`src/rtl/message_frame_serializer_pkg.sv`:
```
// Shared types and sizing helpers for the message frame serializer.
// Optional preamble support is selected with the PREAMBLE_EN macro.
package message_pkg;

   // Frame state encoding.
   typedef enum logic [1:0] {
      StIdle = 2'b00,
      StData = 2'b01,
      StPre  = 2'b10
   } state_e;

   // Number of symbols carried by one message.
   function automatic int unsigned calc_nsym(input int unsigned msg_w,
                                             input int unsigned sym_bits);
      return msg_w / sym_bits;
   endfunction

   function automatic int unsigned max_u(input int unsigned a, input int unsigned b);
      return (a > b) ? a : b;
   endfunction

   // Counter width for a modulo-n count; never below one bit.
   function automatic int unsigned cnt_width(input int unsigned n);
      return (n < 2) ? 1 : $clog2(n);
   endfunction

endpackage

```
`src/rtl/message_frame_serializer_if.sv`:
```
// Message-in / symbol-out bus of the frame serializer.
// master: the message source and symbol consumer; slave: the serializer.
interface message_frame_serializer_if #(
   parameter int unsigned MSG_W    = 16,
   parameter int unsigned SYM_BITS = 2
);
   logic                send;
   logic [MSG_W-1:0]    msg_in;
   logic                ready;
   logic                busy;
   logic [SYM_BITS-1:0] sym_out;
   logic                sym_valid;
   logic                sym_start;
   logic                done;

   modport master (
      output send, msg_in,
      input  ready, busy, sym_out, sym_valid, sym_start, done
   );

   modport slave (
      input  send, msg_in,
      output ready, busy, sym_out, sym_valid, sym_start, done
   );
endinterface

```
`src/rtl/mod_n_counter.sv`:
```
// Modulo-N counter with synchronous init, count enable and wrap flag (co).
// init has priority over en; co is high on an enabled cycle at count N-1.
module mod_n_counter
   import message_pkg::*;
#(
   parameter int unsigned N = 10,
   parameter int unsigned W = cnt_width(N)
) (
   input  logic         clk,
   input  logic         reset,
   input  logic         init,
   input  logic         en,
   output logic [W-1:0] count,
   output logic         co
);
   logic [W-1:0] count_q, count_d;

   assign co    = en && (count_q == W'(N - 1));
   assign count = count_q;

   // Next count: clear on init, otherwise advance and wrap when enabled.
   always_comb begin
      count_d = count_q;
      if (init) begin
         count_d = '0;
      end else if (en) begin
         count_d = co ? '0 : count_q + W'(1);
      end
   end

   // Count register.
   always_ff @(posedge clk or posedge reset) begin
      if (reset) begin
         count_q <= '0;
      end else begin
         count_q <= count_d;
      end
   end
endmodule

```
`src/rtl/message_frame_serializer.sv`:
```
// Message-to-symbol serializer: accepts a message on send/ready and emits it
// MSB-first as SYM_BITS-wide symbols, each held SAMPLES_PER_SYM cycles.
// Define PREAMBLE_EN to prefix each frame with PRE_LEN alternating symbols.
module message_frame_serializer
   import message_pkg::*;
#(
   parameter int unsigned MSG_W           = 16,
   parameter int unsigned SYM_BITS        = 2,
   parameter int unsigned SAMPLES_PER_SYM = 10,
   parameter int unsigned PRE_LEN         = 4
) (
   input  logic                         clk,
   input  logic                         reset,
   message_frame_serializer_if.slave    bus
);
   localparam int unsigned NSYM    = calc_nsym(MSG_W, SYM_BITS);
   localparam int unsigned SYM_MOD = max_u(NSYM, PRE_LEN);
   localparam int unsigned SW      = cnt_width(SAMPLES_PER_SYM);
   localparam int unsigned YW      = cnt_width(SYM_MOD);

`ifdef PREAMBLE_EN
   localparam state_e StStart = StPre;
`else
   localparam state_e StStart = StData;
`endif

   state_e           state_q, state_d;
   logic [MSG_W-1:0] shreg_q, shreg_d;
   logic [SW-1:0]    sample_cnt;
   logic [YW-1:0]    sym_cnt;
   logic             sample_co, sym_co;
   logic             active, is_data, is_pre;
   logic             accept, last_data, pre_last, sym_init;
   logic             unused_sym_co;

   assign active    = (state_q != StIdle);
   assign is_data   = (state_q == StData);
   assign is_pre    = (state_q == StPre);
   assign last_data = is_data && sample_co && (sym_cnt == YW'(NSYM - 1));
   assign pre_last  = is_pre && sample_co && (sym_cnt == YW'(PRE_LEN - 1));
   assign accept    = bus.send && bus.ready;
   // Symbol count restarts at every phase boundary, so it is 0 whenever idle.
   assign sym_init  = accept || pre_last || last_data;
   // Phase ends are decoded from sym_cnt directly; the full-range wrap is redundant.
   assign unused_sym_co = sym_co;

   mod_n_counter #(
      .N (SAMPLES_PER_SYM),
      .W (SW)
   ) u_sample_cnt (
      .clk   (clk),
      .reset (reset),
      .init  (accept),
      .en    (active),
      .count (sample_cnt),
      .co    (sample_co)
   );

   mod_n_counter #(
      .N (SYM_MOD),
      .W (YW)
   ) u_sym_cnt (
      .clk   (clk),
      .reset (reset),
      .init  (sym_init),
      .en    (sample_co),
      .count (sym_cnt),
      .co    (sym_co)
   );

   // Frame state sequencing; a send on the final sample restarts with no gap.
   always_comb begin
      state_d = state_q;
      unique case (state_q)
         StIdle: if (accept) state_d = StStart;
`ifdef PREAMBLE_EN
         StPre:  if (pre_last) state_d = StData;
`endif
         StData: if (last_data) state_d = accept ? StStart : StIdle;
         default: state_d = StIdle;
      endcase
   end

   // Shift register: load on accept, shift one symbol at each DATA symbol end.
   always_comb begin
      shreg_d = shreg_q;
      if (accept) begin
         shreg_d = bus.msg_in;
      end else if (is_data && sample_co) begin
         shreg_d = {shreg_q[MSG_W-SYM_BITS-1:0], {SYM_BITS{1'b0}}};
      end
   end

   // State and datapath registers.
   always_ff @(posedge clk or posedge reset) begin
      if (reset) begin
         state_q <= StIdle;
         shreg_q <= '0;
      end else begin
         state_q <= state_d;
         shreg_q <= shreg_d;
      end
   end

   // Output decode; preamble symbols alternate all-ones / all-zeros.
   always_comb begin
      bus.sym_out = '0;
      if (is_data) begin
         bus.sym_out = shreg_q[MSG_W-1 -: SYM_BITS];
      end
`ifdef PREAMBLE_EN
      else if (is_pre) begin
         bus.sym_out = sym_cnt[0] ? '0 : '1;
      end
`endif
      bus.ready     = !active || last_data;
      bus.busy      = active;
      bus.sym_valid = active;
      bus.sym_start = active && (sample_cnt == '0);
      bus.done      = last_data;
   end
endmodule

```
`src/flat_wrapper.sv`:
```
// flat-port wrapper written by rule: the top's interface ports become plain ports
module message_frame_serializer_flat import message_pkg::*;
#(
   parameter int unsigned MSG_W           = 16,
   parameter int unsigned SYM_BITS        = 2,
   parameter int unsigned SAMPLES_PER_SYM = 10,
   parameter int unsigned PRE_LEN         = 4
)
  (clk, reset, bus_send, bus_msg_in, bus_ready, bus_busy, bus_sym_out, bus_sym_valid, bus_sym_start, bus_done);
  message_frame_serializer_if #(.MSG_W(MSG_W), .SYM_BITS(SYM_BITS)) bus_i ();
  input  logic clk;
  input  logic reset;
  input wire logic [$bits(bus_i.send)-1:0] bus_send;
  input wire logic [$bits(bus_i.msg_in)-1:0] bus_msg_in;
  output wire logic [$bits(bus_i.ready)-1:0] bus_ready;
  output wire logic [$bits(bus_i.busy)-1:0] bus_busy;
  output wire logic [$bits(bus_i.sym_out)-1:0] bus_sym_out;
  output wire logic [$bits(bus_i.sym_valid)-1:0] bus_sym_valid;
  output wire logic [$bits(bus_i.sym_start)-1:0] bus_sym_start;
  output wire logic [$bits(bus_i.done)-1:0] bus_done;
  assign bus_i.send = bus_send;
  assign bus_i.msg_in = bus_msg_in;
  assign bus_ready = bus_i.ready;
  assign bus_busy = bus_i.busy;
  assign bus_sym_out = bus_i.sym_out;
  assign bus_sym_valid = bus_i.sym_valid;
  assign bus_sym_start = bus_i.sym_start;
  assign bus_done = bus_i.done;
  message_frame_serializer #(.MSG_W(MSG_W), .SYM_BITS(SYM_BITS), .SAMPLES_PER_SYM(SAMPLES_PER_SYM), .PRE_LEN(PRE_LEN)) u_core (.clk(clk), .reset(reset), .bus(bus_i));
endmodule
```
`config.mk`:
```
export PLATFORM = sky130hd
export DESIGN_NAME = message_frame_serializer_flat
export DESIGN_NICKNAME = d
export VERILOG_FILES = /design/src/rtl/message_frame_serializer_pkg.sv /design/src/rtl/message_frame_serializer_if.sv /design/src/rtl/mod_n_counter.sv /design/src/rtl/message_frame_serializer.sv /design/src/flat_wrapper.sv
export SDC_FILE = /design/constraint.sdc
export NUM_CORES = 1
export LEC_CHECK = 0
export BUFFER_PORTS_ARGS = -buffer_cell sky130_fd_sc_hd__buf_2
export CORE_MARGIN = 4
export CORE_UTILIZATION = 54
export DETAILED_ROUTE_END_ITERATION = 7
export MAX_ROUTING_LAYER = met4
export PLACE_DENSITY = 0.77
export SLEW_MARGIN = 40
export SYNTH_ARGS = -nofsm -noshare
export SYNTH_HDL_FRONTEND = slang
export SYNTH_SLANG_ARGS = --single-unit
```
`constraint.sdc`:
```
create_clock -name clk -period 2.6 [get_ports clk]
set_clock_uncertainty 0.05 [all_clocks]
set_input_delay 0.13 -clock clk [delete_from_list [all_inputs] [get_ports clk]]
set_output_delay 0.13 -clock clk [all_outputs]
set_load 0.02 [all_outputs]
```
Word level (Yosys, flattened, before mapping)
Cells that the tools add are included.
{"block": "totals", "in_bits": 19, "out_inout_bits": 7, "register_bits": 25, "elab_cells": 45}
{"block": "classes", "reduce_logical": 19, "eq_ne": 7, "n_mux": 13, "n_addsub": 2}
{"cell": "16-bit two-way mux", "count": 2}
{"cell": "4-bit two-way mux", "count": 3}
{"cell": "3-bit two-way mux", "count": 3}
{"cell": "1-bit logical AND", "count": 8}
{"cell": "2-bit nonzero test", "count": 4}
{"cell": "2-bit two-way mux", "count": 3}
{"cell": "4-bit by 1-bit adder with 4-bit output, second input constant", "count": 1}
{"cell": "4-bit equality test, second input constant", "count": 1}
{"cell": "4-bit logical NOT", "count": 1}
{"cell": "2-bit one-hot mux with 2 select lines", "count": 1}
{"cell": "3-bit by 1-bit adder with 3-bit output, second input constant", "count": 1}
{"cell": "3-bit by 2-bit equality test with 1-bit output, second input constant", "count": 1}
{"cell": "3-bit equality test, second input constant", "count": 1}
{"cell": "1-bit logical OR", "count": 3}
{"cell": "2-bit by 1-bit equality test with 1-bit output, second input constant", "count": 1}
{"cell": "2-bit equality test, second input constant", "count": 1}
{"cell": "2-bit logical NOT", "count": 1}
{"cell": "2-bit by 1-bit inequality test with 1-bit output, second input constant", "count": 1}
{"cell": "2-bit inequality test, second input constant", "count": 1}
{"cell": "2-bit AND reduction", "count": 1}
{"cell": "1-bit logical NOT", "count": 1}
{"cell": "1-bit two-way mux", "count": 1}

Logic depth before layout (Yosys ltp)
{"block": "depth", "depth_word": 9, "mapped_depth": 7, "mapped_depth_nobuf": 5}

By module
From an unflattened synthesis, not the netlist that was laid out.
{"block": "hier_totals", "hier_cells": 111, "area_unflattened_um2": 1342.5}
{"mod": "message_frame_serializer", "seq_area_each_um2": 425.4, "n_inst": 1, "area_each_um2": 930.9, "cells_per_inst": 69}
{"mod": "mod_n_counter at u_core.u_sample_cnt", "seq_area_each_um2": 100.1, "n_inst": 1, "area_each_um2": 245.2, "cells_per_inst": 27}
{"mod": "mod_n_counter at u_core.u_sym_cnt", "seq_area_each_um2": 75.1, "n_inst": 1, "area_each_um2": 166.4, "cells_per_inst": 15}

Least setup slack after synthesis
Ideal clock, no wire load.
{"block": "synth_timing", "path_kind": "reg2reg", "start": "register u_core.u_sym_cnt.count_q[0] (netlist: u_core.u_sym_cnt.count[0])", "end": "register u_core.shreg_q[13]", "path_stages_with_launch": 7, "slack_ps": 747, "arrival_ps": 1679, "required_time_ps": 2425, "path_buffers": 1, "synth_period_minus_slack_ps": 1853, "setup_time_ps": 125, "cell_sequence": "dfrtp_1 > ha_1 > ha_1 > and4b_1 > o21ai_4 > buf_6 > mux2_2"}
{"block": "synth_via", "elab_chain_cells": 5, "word_cells_on_any_way": 6, "classes_between": "eq/ne: 1; mux: 1; reduce/logical: 4"}
{"item": "start, declared", "line": "mod_n_counter.sv:16", "rtl": "logic [W-1:0] count_q, count_d;"}
{"item": "start signal, assigned", "line": "mod_n_counter.sv:36", "rtl": "count_q <= count_d;"}
{"item": "3-bit equality test (*)", "line": "message_frame_serializer.sv:39", "rtl": "assign last_data = is_data && sample_co && (sym_cnt == YW'(NSYM - 1));"}
{"item": "1-bit logical AND (*)", "line": "message_frame_serializer.sv:39"}
{"item": "1-bit logical OR (*)", "line": "message_frame_serializer.sv:116", "rtl": "bus.ready = !active || last_data;"}
{"item": "1-bit logical AND (*)", "line": "message_frame_serializer.sv:41", "rtl": "assign accept = bus.send && bus.ready;"}
{"item": "16-bit two-way mux / 2-bit nonzero test (equally long branches)"}
{"item": "end signal, assigned", "line": "message_frame_serializer.sv:101", "rtl": "shreg_q <= shreg_d;"}
{"item": "end, declared", "line": "message_frame_serializer.sv:28", "rtl": "logic [MSG_W-1:0] shreg_q, shreg_d;"}
Mark *: on every way between the ends. The rest lies on a longest branch, timed or not.
A chain may end at the register's enable or synchronous reset.

Final worst setup path
{"block": "layout_timing", "start": "register u_core.u_sym_cnt.count_q[0] (netlist: u_core.u_sym_cnt.count[0])", "end": "register u_core.shreg_q[3]"}
The elaborated chain is that of the path after synthesis.

==> results.md <==
| Parameter | Value | Unit |
|:---|:---|:---|
| Run status | complete, no violations | - |
| Std-Cell Rows | 18 | - |
| Number of setup violations in the final report | 0 | - |
| DR iter-0 viols | 25 | - |
| Max cap viols | 0 | - |
| Number of I/O pins | 26 | - |
| Cell at the root of the clock tree | clkbuf_4 | - |
| Most Frequent Cell on Critical Path | ha_1 | - |
| Die area | 0.00343 | mm2 |
| Largest net degree at the start of global routing | 26 | - |
| Count of flip-flops with a built-in enable after synthesis | 0 | - |
| Grt ovf | 0 | - |
| Vias after detailed routing | 948 | - |
| Post-CTS clock slew at the launch and capture registers of the worst setup and hold paths | 0.13 | ns |
| Synth Instances | 110 | - |
| Max_slew headroom | 61.9 | % |
| Part of the cycle the worst path needs | 81.6 | % |
| Slew @ Worst Pin | 0.569 | ns |
| First-pass GRT wire length | 4730 | um |
| Avg Vias per Cell | 5.30 | - |
| Number of antenna violations at the first check in global routing | 0 | - |
| CP Data Required Time | 2.77 | ns |
| Worst Slack Setup Final | 0.477 | ns |
| Number of antenna repair diodes | 0 | - |
| Via count of the first global-routing pass | 984 | - |
| List of cells traversed by the critical path | ha_1 -> ha_1 -> and4b_1 -> o21ai_4 -> mux2_2 | - |
| Signed area change from the synthesized netlist to the final layout | 23.9 | % |
| Main synth FF type | dfrtp_1 | - |
| Vertical extent of the die | 58.5 | um |
| Post-Syn Area | 0.00138 | mm2 |
| Post-synthesis async set-or-reset flop share | 100 | % |
| DR pass1 iterations | 4 | - |
| Area of the core region | 0.00245 | mm2 |
| Effective utilization at floorplan | 56.2 | % |
| Sequential cell area fraction in the yosys report | 43.6 | % |
| Port bufs | 25 | - |
| Final-report hold violation count | 0 | - |
| Sort of element at the start of the critical path | flip-flop | - |
| Final critical delay including setup and external delays | 2.12 | ns |
| Per-cell routed wire length | 15.2 | um |
| Max-slew violation count | 0 | - |
| Final worst hold slack | 0.0397 | ns |
| Start-to-end type of the worst setup path | reg2reg | - |
| Pre-CTS setup slack | 0.495 | ns |
| Share of post-route cells with drive strength above 1 | 40.9 | % |
| Max Freq | 471 | MHz |
| NumNets Final | 174 | - |
| Critical Path AT | 2.30 | ns |
| Clock buffers created by TritonCTS | 3 | - |
| DIE WIDTH | 58.5 | um |
| Syn Area/Cell | 12.5 | um2 |
| Leakage | 0.000919 | uW |
| Kind of capture point of the worst setup path | flip-flop | - |
| Min-delay worst type | in2reg | - |
| CTS tree | yes | - |
| Library cell contributing the largest single delay on the critical path | o21ai_4 | - |
| Yosys warning count | 0 | - |
| Detail Route Antenna Nets | 0 | - |
| Post-Syn Nets | 134 | - |
| Routability congestion estimate | 0.884 | - |
| Deepest clock path buffer count | 2 | - |
| Setup repair after global routing missed its margin | false | - |
| Global-route usage over all layers | 19.2 | % |
| P per Cell Area | 822 | mW/mm2 |
| Total negative setup slack | 0 | ns |
| DRC violations left | 0 | - |
| Count of clock tree sinks | 24 | - |
| Detailed placer's ending HPWL | 1820 | um |
| Final wirelength | 2710 | um |
| Register bit total from synthesis | 24 | - |
| Top fanout value on the critical path | 14 | - |
| Sum of internal, switching and leakage power | 1400 | uW |
| Peak per-stage delay on the critical path | 0.48 | ns |
| Unique cell type count in the Yosys netlist | 30 | - |
| Maximum ir drop on the vdd rail | 0.555 | mV |
| Source-to-sink clock delay at the later pin of the worst-skew pair | 0.32 | ns |
| Clock H-tree levels | 1 | - |
| Number of gates resized after CTS | 0 | - |
[routing by layer]
layer	part of all wire (%)	global-route usage, %	vias to the layer above
li1	-	-	467
met1	42	23.2	460
met2	52	32.1	17
met3	3.9	5.26	4
met4	1.2	3.97	0
met5	0	-	-
[flip-flops by register name (all words and copies together), names as in the netlist]
name and count:
u_core.u_sample_cnt.count 4, u_core.shreg_q 16, u_core.u_sym_cnt.count 3, u_core.state_q 1
[timing repair]
action | 4_1_cts | 5_1_grt
setup endpoints to repair | 0 | 0
setup buffers | 0 | 0
endpoints found under the hold margin | 39 | 0
hold buffers | 16 | 0
[worst paths after layout]
path	start	to	slack, ns	depth (start not counted)
min in group asynchronous	reset	u_core.u_sample_cnt.count[1]	0.32	3
min reg2reg	u_core.shreg_q[0]	u_core.shreg_q[0]	0.49	2
max	u_core.u_sym_cnt.count[0]	u_core.shreg_q[3]	0.48	5
min	bus_msg_in[1]	u_core.shreg_q[1]	0.04	3
max reg2reg	u_core.u_sym_cnt.count[0]	u_core.shreg_q[3]	0.48	5
max in group asynchronous	reset	u_core.shreg_q[10]	1.84	3
[critical path, delay by kind of cell, from the launching register on]
kind / cells / cell delay (ns)
AOI/OAI and AO/OA: 1 / 0.48
adders and majority gates: 2 / 0.43
DFF: 1 / 0.42
muxes: 1 / 0.41
and+or+nand+nor: 1 / 0.24
[Yosys cell counts (2+ instances only)]
library cell / count / area share (%)
a21oi_1: 5 / 1.8
and2_1: 2 / 0.91
buf_4: 2 / 1.1
buf_6: 2 / 1.6
dfrtp_1: 24 / 44
ha_1: 5 / 4.5
inv_1: 5 / 1.4
mux2_2: 12 / 9.8
mux2_4: 16 / 17
nand2_1: 10 / 2.7
nand2b_1: 2 / 0.91
nand3b_1: 2 / 1.1
nor2_1: 2 / 0.54
o211ai_1: 2 / 1.1
o21ai_0: 4 / 1.5
[placed cells by master, fill, tap and decap left out, types with 2 or more instances in the layout]
master | synthesis | routed
buf_2 | 1 | 25
dfrtp_1 | 24 | 24
mux2_4 | 16 | 16
dlygate4sd3_1 | 0 | 16
mux2_2 | 12 | 12
nand2_1 | 10 | 10
a21oi_1 | 5 | 5
ha_1 | 5 | 5
inv_1 | 5 | 4
o21ai_0 | 4 | 4
clkbuf_4 | 0 | 3
nor2_1 | 2 | 2
nand2b_1 | 2 | 2
and2_1 | 2 | 2
nand3b_1 | 2 | 2
o211ai_1 | 2 | 2
[final cells by class]
type                    count  area, um2
well taps                  30       37.5
clock inverters             1       30.0
clock buffers               3       22.5
flip-flops and latches     24        601
inverters                   5       18.8
fillers                   183        747
repair buffers             41        285
multi-input cells          75        713
[power by group]
part	total (uW)	internal [uW]	leakage (uW)	switching, uW
clock network	271	156	0.0000279	115
registers	629	514	0.000312	115
logic	504	318	0.000579	186
[cells by family (layout without fill, tap and decap cells)]
family,after synthesis,in the layout,synth area share [%]
AO/OA/AOI/OAI,16,16,7.80
XOR/XNOR,1,1,0.635
adder cells (fa/ha/maj),5,5,4.54
buffers and inverters,11,50,4.72
flip-flops,24,24,43.6
multiplexers,28,28,27.2
AND/OR/NAND/NOR,25,25,11.5
[stage by stage]
step / util (%) / area (um2) / std cells
after floorplan: - / 1380 / 110
after global placement: 60.9 / 1500 / 159
after detailed placement: 60.9 / 1500 / 159
after CTS: 69.6 / 1710 / 179
after global routing: 69.6 / 1710 / 179
final: 69.6 / 1710 / 179
Note: power is estimated with default switching activity, not from simulation.
